`src/rtl/rosc_meter_pkg.sv`:
```
`default_nettype none
// ============================================================================
//  Module   : rosc_meter_pkg
//  Purpose  : Shared types and default sizing for the ring-oscillator
//             frequency meter (FSM state encoding, default parameters).
//  Ports    : none (package)
//  Revision : 1.0 - initial release
// ============================================================================
package rosc_meter_pkg;

    localparam int DEF_WIN_W       = 16;
    localparam int DEF_CNT_W       = 16;
    localparam int DEF_SETTLE_CYC  = 4;
    localparam int DEF_SYNC_STAGES = 2;

    // Explicitly encoded 2-bit measurement state
    typedef enum logic [1:0] {
        ST_IDLE   = 2'd0,
        ST_SETTLE = 2'd1,
        ST_COUNT  = 2'd2,
        ST_DONE   = 2'd3
    } state_t;

endpackage : rosc_meter_pkg
`default_nettype wire

```
`src/rtl/rosc_sync_edge.sv`:
```
`default_nettype none
// ============================================================================
//  Module   : rosc_sync_edge
//  Purpose  : Multi-flop synchronizer for the asynchronous oscillator output
//             followed by a rising-edge detector in the axi_clk domain.
//  Ports    : axi_clk  - clock
//             resetb   - asynchronous active-low reset
//             d_async  - asynchronous input
//             rise     - one-cycle pulse on a synchronized 0->1 transition
//  Revision : 1.0 - initial release
// ============================================================================
module rosc_sync_edge #(
    parameter int SYNC_STAGES = rosc_meter_pkg::DEF_SYNC_STAGES
) (
    input  logic axi_clk,
    input  logic resetb,
    input  logic d_async,
    output logic rise
);

    logic [SYNC_STAGES-1:0] r_sync;
    logic                   r_prev;

    // The edge-history flop updates every cycle regardless of the meter
    // state, so a transition that happened before counting starts is never
    // reported late.
    always_ff @(posedge axi_clk or negedge resetb) begin
        if (!resetb) begin
            r_sync <= '0;
            r_prev <= 1'b0;
        end else begin
            r_sync <= {r_sync[SYNC_STAGES-2:0], d_async};
            r_prev <= r_sync[SYNC_STAGES-1];
        end
    end

    assign rise = r_sync[SYNC_STAGES-1] & ~r_prev;

endmodule : rosc_sync_edge
`default_nettype wire

```
`src/rtl/rosc_freq_meter.sv`:
```
`default_nettype none
// ============================================================================
//  Module   : rosc_freq_meter
//  Purpose  : Enables the ring-oscillator clock gate, waits a settle
//             interval, then counts rising edges of the gated oscillator
//             output over a programmable window of axi_clk cycles.
//  Ports    : axi_clk  - sole clock
//             resetb   - asynchronous active-low reset
//             start    - measurement request (accepted only when idle)
//             abort    - cancel measurement in progress
//             win_len  - window length in axi_clk cycles
//             freq_in  - gated oscillator output (asynchronous)
//             rosc_en  - oscillator clock-gate enable
//             busy     - high whenever a measurement is in flight
//             done     - one-cycle pulse, count valid
//             count    - edges counted in last window
//             overflow - count saturated during this measurement
//  Revision : 1.0 - initial release
// ============================================================================
module rosc_freq_meter #(
    parameter int WIN_W       = rosc_meter_pkg::DEF_WIN_W,
    parameter int CNT_W       = rosc_meter_pkg::DEF_CNT_W,
    parameter int SETTLE_CYC  = rosc_meter_pkg::DEF_SETTLE_CYC,
    parameter int SYNC_STAGES = rosc_meter_pkg::DEF_SYNC_STAGES
) (
    input  logic             axi_clk,
    input  logic             resetb,
    input  logic             start,
    input  logic             abort,
    input  logic [WIN_W-1:0] win_len,
    input  logic             freq_in,
    output logic             rosc_en,
    output logic             busy,
    output logic             done,
    output logic [CNT_W-1:0] count,
    output logic             overflow
);

    import rosc_meter_pkg::*;

    localparam int c_SET_W = (SETTLE_CYC < 2) ? 1 : $clog2(SETTLE_CYC);

    state_t             r_state,      w_state_nxt;
    logic [WIN_W-1:0]   r_win_len,    w_win_len_nxt;
    logic [WIN_W-1:0]   r_win_cnt,    w_win_cnt_nxt;
    logic [c_SET_W-1:0] r_settle_cnt, w_settle_cnt_nxt;
    logic [CNT_W-1:0]   r_count,      w_count_nxt;
    logic               r_overflow,   w_overflow_nxt;
    logic               r_rosc_en,    w_rosc_en_nxt;
    logic               r_busy,       w_busy_nxt;
    logic               r_done,       w_done_nxt;
    logic               w_rise;

    rosc_sync_edge #(
        .SYNC_STAGES (SYNC_STAGES)
    ) u_sync_edge (
        .axi_clk (axi_clk),
        .resetb  (resetb),
        .d_async (freq_in),
        .rise    (w_rise)
    );

    always_comb begin
        w_state_nxt      = r_state;
        w_win_len_nxt    = r_win_len;
        w_win_cnt_nxt    = r_win_cnt;
        w_settle_cnt_nxt = r_settle_cnt;
        w_count_nxt      = r_count;
        w_overflow_nxt   = r_overflow;
        w_rosc_en_nxt    = r_rosc_en;
        w_busy_nxt       = r_busy;
        w_done_nxt       = 1'b0;

        case (r_state)
            ST_IDLE: begin
                w_rosc_en_nxt = 1'b0;
                w_busy_nxt    = 1'b0;
                // abort has priority over a simultaneous start
                if (start && !abort) begin
                    w_count_nxt    = '0;
                    w_overflow_nxt = 1'b0;
                    w_busy_nxt     = 1'b1;
                    if (win_len != '0) begin
                        w_win_len_nxt    = win_len;
                        // counts down to zero; SETTLE_CYC cycles in total
                        w_settle_cnt_nxt = c_SET_W'(SETTLE_CYC - 1);
                        w_rosc_en_nxt    = 1'b1;
                        w_state_nxt      = ST_SETTLE;
                    end else begin
                        // empty window: report immediately, gate stays off
                        w_done_nxt  = 1'b1;
                        w_state_nxt = ST_DONE;
                    end
                end
            end

            ST_SETTLE: begin
                if (abort) begin
                    w_rosc_en_nxt = 1'b0;
                    w_busy_nxt    = 1'b0;
                    w_state_nxt   = ST_IDLE;
                end else if (r_settle_cnt == '0) begin
                    w_win_cnt_nxt = r_win_len - WIN_W'(1);
                    w_state_nxt   = ST_COUNT;
                end else begin
                    w_settle_cnt_nxt = r_settle_cnt - c_SET_W'(1);
                end
            end

            ST_COUNT: begin
                if (abort) begin
                    w_rosc_en_nxt = 1'b0;
                    w_busy_nxt    = 1'b0;
                    w_state_nxt   = ST_IDLE;
                end else begin
                    if (w_rise) begin
                        if (&r_count) begin
                            w_overflow_nxt = 1'b1;
                        end else begin
                            w_count_nxt = r_count + CNT_W'(1);
                        end
                    end
                    if (r_win_cnt == '0) begin
                        w_rosc_en_nxt = 1'b0;
                        w_done_nxt    = 1'b1;
                        w_state_nxt   = ST_DONE;
                    end else begin
                        w_win_cnt_nxt = r_win_cnt - WIN_W'(1);
                    end
                end
            end

            ST_DONE: begin
                // abort is ignored here so the done pulse always completes
                w_rosc_en_nxt = 1'b0;
                w_busy_nxt    = 1'b0;
                w_state_nxt   = ST_IDLE;
            end

            default: begin
                w_rosc_en_nxt = 1'b0;
                w_busy_nxt    = 1'b0;
                w_state_nxt   = ST_IDLE;
            end
        endcase
    end

    always_ff @(posedge axi_clk or negedge resetb) begin
        if (!resetb) begin
            r_state      <= ST_IDLE;
            r_win_len    <= '0;
            r_win_cnt    <= '0;
            r_settle_cnt <= '0;
            r_count      <= '0;
            r_overflow   <= 1'b0;
            r_rosc_en    <= 1'b0;
            r_busy       <= 1'b0;
            r_done       <= 1'b0;
        end else begin
            r_state      <= w_state_nxt;
            r_win_len    <= w_win_len_nxt;
            r_win_cnt    <= w_win_cnt_nxt;
            r_settle_cnt <= w_settle_cnt_nxt;
            r_count      <= w_count_nxt;
            r_overflow   <= w_overflow_nxt;
            r_rosc_en    <= w_rosc_en_nxt;
            r_busy       <= w_busy_nxt;
            r_done       <= w_done_nxt;
        end
    end

    assign rosc_en  = r_rosc_en;
    assign busy     = r_busy;
    assign done     = r_done;
    assign count    = r_count;
    assign overflow = r_overflow;

endmodule : rosc_freq_meter
`default_nettype wire
```
`config.mk`:
```
export PLATFORM = sky130hd
export DESIGN_NAME = rosc_freq_meter
export DESIGN_NICKNAME = d
export VERILOG_FILES = /design/src/rtl/rosc_meter_pkg.sv /design/src/rtl/rosc_sync_edge.sv /design/src/rtl/rosc_freq_meter.sv
export SDC_FILE = /design/constraint.sdc
export NUM_CORES = 1
export LEC_CHECK = 0
export CAP_MARGIN = 20
export CORE_UTILIZATION = 42
export DETAILED_ROUTE_END_ITERATION = 16
export SETUP_SLACK_MARGIN = 0.3
export SYNTH_ARGS = -nofsm -noshare
export SYNTH_HDL_FRONTEND = slang
export SYNTH_HIERARCHICAL = 1
export SYNTH_SLANG_ARGS = --single-unit
```
`constraint.sdc`:
```
create_clock -name axi_clk -period 8.55 [get_ports axi_clk]
set_input_delay 1.2825 -clock axi_clk [delete_from_list [all_inputs] [get_ports axi_clk]]
set_output_delay 1.2825 -clock axi_clk [all_outputs]
set_load 0.02 [all_outputs]
```
---- After elaboration in Yosys (flattened, before gate mapping) ----
Cells that the tools add are included.
W data, S select, Z words.
word-level totals
  flip-flop bits (word level) ............. 59
  input bits .............................. 21
  output and inout bits ................... 20
  logic and storage cells ................. 92
cells by class
  add/subtract/negate cells ............... 4
  eq/ne operators ......................... 17
  multiplexer cells ....................... 40
  bitwise logic cells ..................... 2
  reduce and logical (&&, ||, !) cells .... 18
operators by type and width
  operator                 number
  $mux W16                 8
  $pmux W16 S2             2
  $sub A16 B1 Y16 const B  2
  $mux W2                  10
  $ne A2 B2 Y1 const B     10
  $reduce_and A5 Y1        4
  $add A16 B1 Y16 const B  1
  $logic_not A16 Y1        1
  $reduce_and A16 Y1       1
  $reduce_bool A16 Y1      1
  $mux W1                  14
  $pmux W2 S4              1
  $ne A3 B3 Y1 const B     2
  $reduce_and A3 Y1        2
  $reduce_bool A2 Y1       3
  $eq A2 B2 Y1 const B     2
  $logic_not A2 Y1         2
  $ne A2 B1 Y1 const B     2
  $pmux W1 S2              2
  $pmux W1 S4              1
  $pmux W2 S2              1
  $pmux W1 S3              1
  $eq A2 B1 Y1 const B     1
  $reduce_and A2 Y1        1
  6 further kinds          6

---- Longest topological paths before layout ----
Gate-level depths: netlist of the first run.
  word-level depth ........................ 5
  gate-level depth with buffers ........... 13
  gate-level depth less buffers ........... 8

---- Cells and area by module ----
Netlist of the first run, hierarchy kept.
by module, submodules not included
  module           times used  cells each  area each (um^2)  sequential area each (um^2)
  rosc_freq_meter  1           368         3482.1            1401.3
  rosc_sync_edge   1           4           88.8              75.1

---- Worst setup path before layout of the first run ----
OpenSTA, ideal clock, no wires.
  path type ............................... reg2reg
  start ................................... reg r_state[0]
  end ..................................... reg r_win_cnt[6]
  library setup time ...................... 0.126 ns
  data arrival time ....................... 3.177 ns
  required time ........................... 8.424 ns
  slack ................................... 5.247 ns
  cell stages (with the launch flop) ...... 14
  path buffers ............................ 5
  period minus slack after synthesis ...... 3.303 ns
  path through ............................ dfrtp_1 > inv_1 > ha_1 > buf_2 > buf_2 > buf_1 > clkbuf_1 > mux2i_1 > ha_1 > clkbuf_1 > o211ai_2 > a211oi_1 > o21ai_0 > a221o_1
between the ends
  word-level cells in the longest chain between the ends .. 3
  elaborated cells between the ends (all ways) .. 9
  classes of those cells .................. 6 x eq/ne; 1 x mux; 2 x reduce/logical
RTL lines
  element                                                              RTL line                source
  from (decl)                                                          rosc_freq_meter.sv:43   state_t r_state, w_state_nxt;
  from (signal assigned)                                               rosc_freq_meter.sv:160  r_state <= w_state_nxt;
  $eq A2 B2 Y1 / $eq A2 B1 Y1 (equally long branches)                  rosc_freq_meter.sv:74   case (r_state)
  $ne A2 B2 Y1 (no line) / $reduce_bool A2 Y1 (equally long branches)  n/a
  $reduce_and A5 Y1 (no line)                                          n/a
  to (signal assigned)                                                 rosc_freq_meter.sv:162  r_win_cnt <= w_win_cnt_nxt;
  to (decl)                                                            rosc_freq_meter.sv:45   logic [WIN_W-1:0] r_win_cnt, w_win_cnt_nxt;
Parallel ways exist; a longest one is shown, timed or not.
A chain may end at the register's enable or synchronous reset.

---- Worst setup path in the final report of the first run ----
  start ................................... in abort
  end ..................................... reg r_count[13], in the netlist count[13]
between the ends
  word-level cells in the longest chain between the ends .. 4
  elaborated cells between the ends (all ways) .. 5
  classes of those cells .................. 2 x eq/ne; 3 x reduce/logical
RTL lines
  element                        RTL line                source
  from (decl)                    rosc_freq_meter.sv:29   input logic abort,
  $logic_not A1 Y1               rosc_freq_meter.sv:79   if (start && !abort) begin
  $logic_and A1 B1 Y1            rosc_freq_meter.sv:79
  $ne A2 B2 Y1 (no line)         n/a
  $reduce_and A5 Y1 (no line) *  n/a
  to (signal assigned)           rosc_freq_meter.sv:164  r_count <= w_count_nxt;
  to (decl)                      rosc_freq_meter.sv:47   logic [CNT_W-1:0] r_count, w_count_nxt;
Every way passes the cells marked *; elsewhere a longest branch is shown, timed or not.

==> results of run 1 <==
[per-stage QoR]
stage                     hold slack [ns]  total power [mW]  util [%]  cell area (sq um)
after floorplan                     0.331             0.833         -               3570
after global placement              0.336             0.958      49.6               4080
after detailed placement            0.342             0.972      49.6               4080
after CTS                           0.350              1.20      51.7               4240
after global routing                0.355              1.29      51.7               4240
final                               0.349              1.19      51.7               4240
[worst min-delay path by stage]
| stage | depth (start not counted) | end | slack [ns] |
|---|---|---|---|
| 3_5_place_dp | 0 | u_sync_edge/r_sync[1] | 0.34 |
| 4_1_cts | 0 | u_sync_edge/r_sync[1] | 0.35 |
| 2_1_floorplan | 0 | u_sync_edge/r_sync[1] | 0.33 |
| 3_3_place_gp | 0 | u_sync_edge/r_sync[1] | 0.34 |
| 6_report | 0 | u_sync_edge/r_sync[1] | 0.35 |
| 5_1_grt | 0 | u_sync_edge/r_sync[1] | 0.36 |
[registers in the layout, summed over array words and instances, names as in the netlist]
name,count
overflow,1
u_sync_edge/r_prev,1
r_win_cnt,16
rosc_en,1
r_win_len,16
r_settle_cnt,2
busy,1
u_sync_edge/r_sync,2
r_state,2
count,16
done,1
[area by class of cell]
| type | count | area share, % |
|---|---|---|
| Clock buffer | 11 | 3.57 |
| Tap cell | 105 | 3.10 |
| Inverter | 9 | 0.796 |
| Clock inverter | 3 | 0.354 |
| Timing Repair Buffer | 46 | 10.4 |
| Sequential cell | 59 | 34.8 |
| Multi-Input combinational cell | 288 | 47.0 |
[logic make-up after synthesis]
kind of cell / Yosys count / synth area share (%)
compound gates: 90 / 17.7
xor+xnor: 17 / 4.17
fa+ha+maj: 6 / 2.10
simple gates: 146 / 23.1
buf+inv: 25 / 2.84
flops: 59 / 41.3
mux: 29 / 8.79
[Yosys cell counts (4+ instances only)]
library cell,number,area share [%]
nand3_1,12,1.7
xor2_1,7,1.7
and2_1,4,0.70
o2111ai_1,4,0.98
mux2i_1,10,2.8
mux2_1,8,2.5
and4_1,6,1.5
nor4_1,14,2.5
mux2_2,11,3.5
o22ai_1,7,1.2
nor2_1,24,2.5
clkbuf_1,11,1.2
dfrtp_1,59,41
ha_1,6,2.1
inv_1,8,0.84
xnor2_1,10,2.5
o21ai_1,13,1.8
o31ai_1,4,0.84
o31a_1,4,0.98
o21ai_0,7,0.98
and3_1,4,0.70
a221oi_1,4,0.98
a21oi_1,15,2.1
or4_1,5,1.1
nor3_1,16,2.2
nand2b_1,6,1.1
nand2_1,32,3.4
[placed cells by master, fill, tap and decap left out, drive strengths merged, types with 5 or more instances in the layout]
cell type | Yosys | final
a21oi | 15 | 15
and4 | 6 | 6
buf | 5 | 7
clkbuf | 11 | 11
clkdlybuf4s50 | 0 | 39
dfrtp | 59 | 59
ha | 6 | 6
inv | 9 | 9
mux2 | 19 | 19
mux2i | 10 | 10
nand2 | 32 | 32
nand2b | 6 | 6
nand3 | 12 | 12
nor2 | 24 | 24
nor3 | 19 | 19
nor4 | 16 | 16
o21ai | 20 | 20
o22ai | 7 | 7
or4 | 5 | 5
xnor2 | 10 | 10
xor2 | 7 | 7
[power by group]
part	internal (mW)	switching (mW)
registers	0.370	0.122
logic	0.216	0.261
clock network	0.116	0.107
[per-layer routing]
layer / track usage (%) / routed length (um) / part of all wire (%)
met1: 29.7 / 4040 / 47
met2: 32.9 / 4040 / 47
met3: 4.13 / 395 / 4.6
met4: 8.72 / 129 / 1.5
met5: 0 / 0 / 0
==> flow_summary.json, run 1 <==
{
  "yosysUniqueCellTypes": 63,
  "num_rows": 33,
  "cts_resized": 0,
  "routabilityCongestion": 0.820,
  "hold_viol": 0,
  "max_freq_mhz": 287,
  "postSynthAreaPerCell_sq_um": 9.60,
  "dp_slack_ns": 4.75,
  "path_cells": "clkdlybuf4s50_1 > a211oi_4 > o2111ai_1 > or4_1 > a21oi_1",
  "cts_tree": "built",
  "cp_data_arrival_time_ns": 3.76,
  "overflow": 0,
  "viasPerCell": 5.90,
  "grt_pass1_vias": 2975,
  "maxCapViolCount": 0,
  "stdcell_count": 521,
  "synth_ff_type": "dfrtp_1",
  "tightest_slew_ns": 0.950,
  "cts_setup_buffers": 0,
  "vias": 3076,
  "drive_above_1_share_pct": 10.8,
  "fill_cells": 757,
  "path_depth": 5,
  "critPathBufInv": 1,
  "layout_min_cycle_time_ns": 3.49,
  "reg2reg_from": "r_state[0]",
  "min_from": "u_sync_edge/r_sync[0]",
  "peakVddDrop_v": 0.000169,
  "synth_cells": 372,
  "path_max_fanout": 15,
  "cts_hold_buffers": 0,
  "multiInputGateArea_sq_mm": 0.00200,
  "cts_max_level": 3,
  "die_y_um": 94.2,
  "port_buffers": 40,
  "synth-edff-count": 0,
  "rr_worst_depth": 8,
  "leakagePower_nw": 1.65,
  "clk_pin_slew_ns": 0.07,
  "maxSlewViolCount": 0,
  "wire_per_inst_um": 16.5,
  "crit_type": "in -> reg",
  "core_sq_mm": 0.00822,
  "slowest_delay_ns": 0.70,
  "slowest_stage": "clkdlybuf4s50_1",
  "regArea_sq_mm": 0.00148,
  "ys_ff_latch": 59,
  "crit_path_end": "count[13]",
  "fin_ws_ns": 5.06,
  "synth_seq_area_share_pct": 41.3,
  "initialDrtViolationCount": 142,
  "rrSetupSlack_ns": 5.41,
  "hp-class": "reg -> reg",
  "r2r_end": "count[13]",
  "run_status": "finished clean",
  "grtUsageTotal_pct": 21.5,
  "async_reset_ff_share_pct": 100,
  "clock_skew_ns": 0.00910,
  "cts_sinks": 59,
  "setup_viol": 0,
  "grt_pass1_wl_um": 14800,
  "drt_first_pass_iters": 4,
  "die_w_um": 94.2,
  "num_antenna_cells": 0,
  "p_per_area_mw_per_mm2": 281,
  "startpoint_type": "input pin",
  "syn_to_final_growth_pct": 18.9,
  "dpl.cell_count": 507,
  "dieArea_sq_mm": 0.00887,
  "grt_antenna_before_repair": 0,
  "start_util_pct": 43.5,
  "slew_headroom_pct": 36.6,
  "syn_area_sq_mm": 0.00357,
  "critical_path_required_ns": 8.82,
  "synth_warnings": 6,
  "synth_nets": 399,
  "final_nets": 440,
  "cts_root_buffer": "clkbuf_8",
  "fin_crit_sh_pct": 40.8,
  "wl_um": 8600,
  "cts_made_buffers": 9,
  "final_antenna_net_count": 0,
  "cp_top_family": "compound AO/OA/AOI/OAI gates",
  "clk_latency_ns": 0.34,
  "drc": 0,
  "fin_setup_tns_ns": 0,
  "io_pins": 41,
  "grt_max_degree": 60,
  "clock_path_buffers": 2,
  "end_kind": "flip-flop",
  "rsz0062_at_grt": "no",
  "dpl.hpwl_um": 6040,
  "startpoint": "abort"
}
(Power assumes the default switching activity.)
==> run 2: changes to the inputs <==
==> constraint.sdc (replaced) <==
create_clock -name axi_clk -period 3.28 [get_ports axi_clk]
set_input_delay 0.492 -clock axi_clk [delete_from_list [all_inputs] [get_ports axi_clk]]
set_output_delay 0.492 -clock axi_clk [all_outputs]
set_load 0.02 [all_outputs]
==> flow_summary.json, run 2 (synthesized netlist as in run 1, its figures left out) <==
{
  "core_sq_mm": 0.00822,
  "layout_common_cells": "dfrtp_1 (59), clkdlybuf4s50_1 (39), nand2_1 (32)",
  "cp_data_arrival_time_ns": 2.94,
  "peakVddDrop_v": 0.000348,
  "drt_first_pass_iters": 4,
  "final_nets": 447,
  "cts_root_buffer": "clkbuf_8",
  "drc": 0,
  "tightest_slew_ns": 0.907,
  "maxCapViolCount": 0,
  "drive_above_1_share_pct": 12.2,
  "path_max_fanout": 24,
  "wire_per_inst_um": 16.8,
  "layout_min_cycle_time_ns": 2.69,
  "p_per_area_mw_per_mm2": 754,
  "dieArea_sq_mm": 0.00887,
  "num_antenna_cells": 0,
  "end_kind": "flip-flop",
  "fin_crit_sh_pct": 82.2,
  "multiInputGateArea_sq_mm": 0.00200,
  "fill_cells": 761,
  "max_freq_mhz": 371,
  "dpl.hpwl_um": 6500,
  "cts_setup_buffers": 0,
  "run_status": "finished clean",
  "clock_path_buffers": 2,
  "final_util_pct": 52.8,
  "num_rows": 33,
  "die_w_um": 94.2,
  "io_pins": 41,
  "hp-class": "in -> async",
  "stdcell_count": 530,
  "grt_max_degree": 39,
  "grtUsageTotal_pct": 22.0,
  "clk_pin_slew_ns": 0.07,
  "grt_antenna_before_repair": 0,
  "maxSlewViolCount": 0,
  "cts_hold_buffers": 0,
  "critical_path_required_ns": 3.52,
  "start_util_pct": 43.5,
  "clk_latency_ns": 0.34,
  "port_buffers": 40,
  "cts_resized": 0,
  "clock_skew_ns": 0.00685,
  "grt_pass1_vias": 2950,
  "startpoint_type": "flip-flop",
  "routabilityCongestion": 0.841,
  "cts_sinks": 59,
  "cts_max_level": 3,
  "crit_type": "reg -> reg",
  "grt_pass1_wl_um": 14900,
  "setup_viol": 0,
  "hold_viol": 0,
  "slew_headroom_pct": 39.1,
  "fin_setup_tns_ns": 0,
  "mostFrequentLayoutCell": "dfrtp_1",
  "die_y_um": 94.2,
  "cts_tree": "built",
  "rsz0062_at_grt": "no",
  "vias": 3085,
  "leakagePower_nw": 1.70,
  "final_antenna_net_count": 0,
  "wl_um": 8930,
  "viasPerCell": 5.82,
  "syn_to_final_growth_pct": 21.5,
  "dpl.cell_count": 514,
  "regArea_sq_mm": 0.00148,
  "initialDrtViolationCount": 157,
  "cts_made_buffers": 9,
  "overflow": 0
}
-- run 2: worst max-delay path, cell delays in order, from the launching register on --
cell and delay (ns):
dfrtp_1 0.38, inv_1 0.08, ha_2 0.29, buf_4 0.26
nor4_2 0.44, a31oi_1 0.30, nor3_2 0.42, a311oi_1 0.16
nor4_1 0.26
-- run 2: layout make-up --
cell class,count,share of cell area (%)
inverters,9,0.779
multi-input cells,288,46.0
clock buffers,11,3.03
flip-flops and latches,59,34.0
repair buffers,53,11.4
well taps,105,3.03
clock inverters,5,1.79
-- run 2: power breakdown --
part | internal (mW) | leakage (nW) | switching, mW
combinational | 0.592 | 0.853 | 0.686
sequential | 0.964 | 0.741 | 0.317
clock | 0.426 | 0.103 | 0.288
-- run 2: metal layers --
metal	GRT usage (%)	vias to the layer above	share of wire, %	wire, um
li1	-	1516	-	-
met5	0	-	0	0
met2	34.3	57	47	4200
met4	6.41	0	0.73	65
met1	30.4	1507	49	4340
met3	4.69	5	3.6	320
-- run 2: path summary, 6_finish.rpt --
check	to	cells past startpoint	slack [ns]	from
worst min register to register	u_sync_edge/r_sync[1]	0	0.36	u_sync_edge/r_sync[0]
max in group asynchronous	r_settle_cnt[0]	2	2.29	resetb
worst max-delay path	r_win_cnt[15]	8	0.59	r_state[0]
worst max register to register	r_win_cnt[15]	8	0.59	r_state[0]
min in group axi_clk	u_sync_edge/r_sync[1]	0	0.36	u_sync_edge/r_sync[0]
worst min-delay path	r_win_len[2]	1	0.11	resetb
-- run 2: through the flow --
step	worst slack (ns)	instance area [sq um]	total power [mW]	hold WS [ns]
floorplan	0.336	3580	2.18	0.196
global placement	0.698	4130	2.53	0.336
detailed placement	0.620	4130	2.57	0.345
CTS	0.616	4340	3.30	0.116
global route	0.349	4340	3.50	0.152
finish	0.585	4340	3.27	0.113
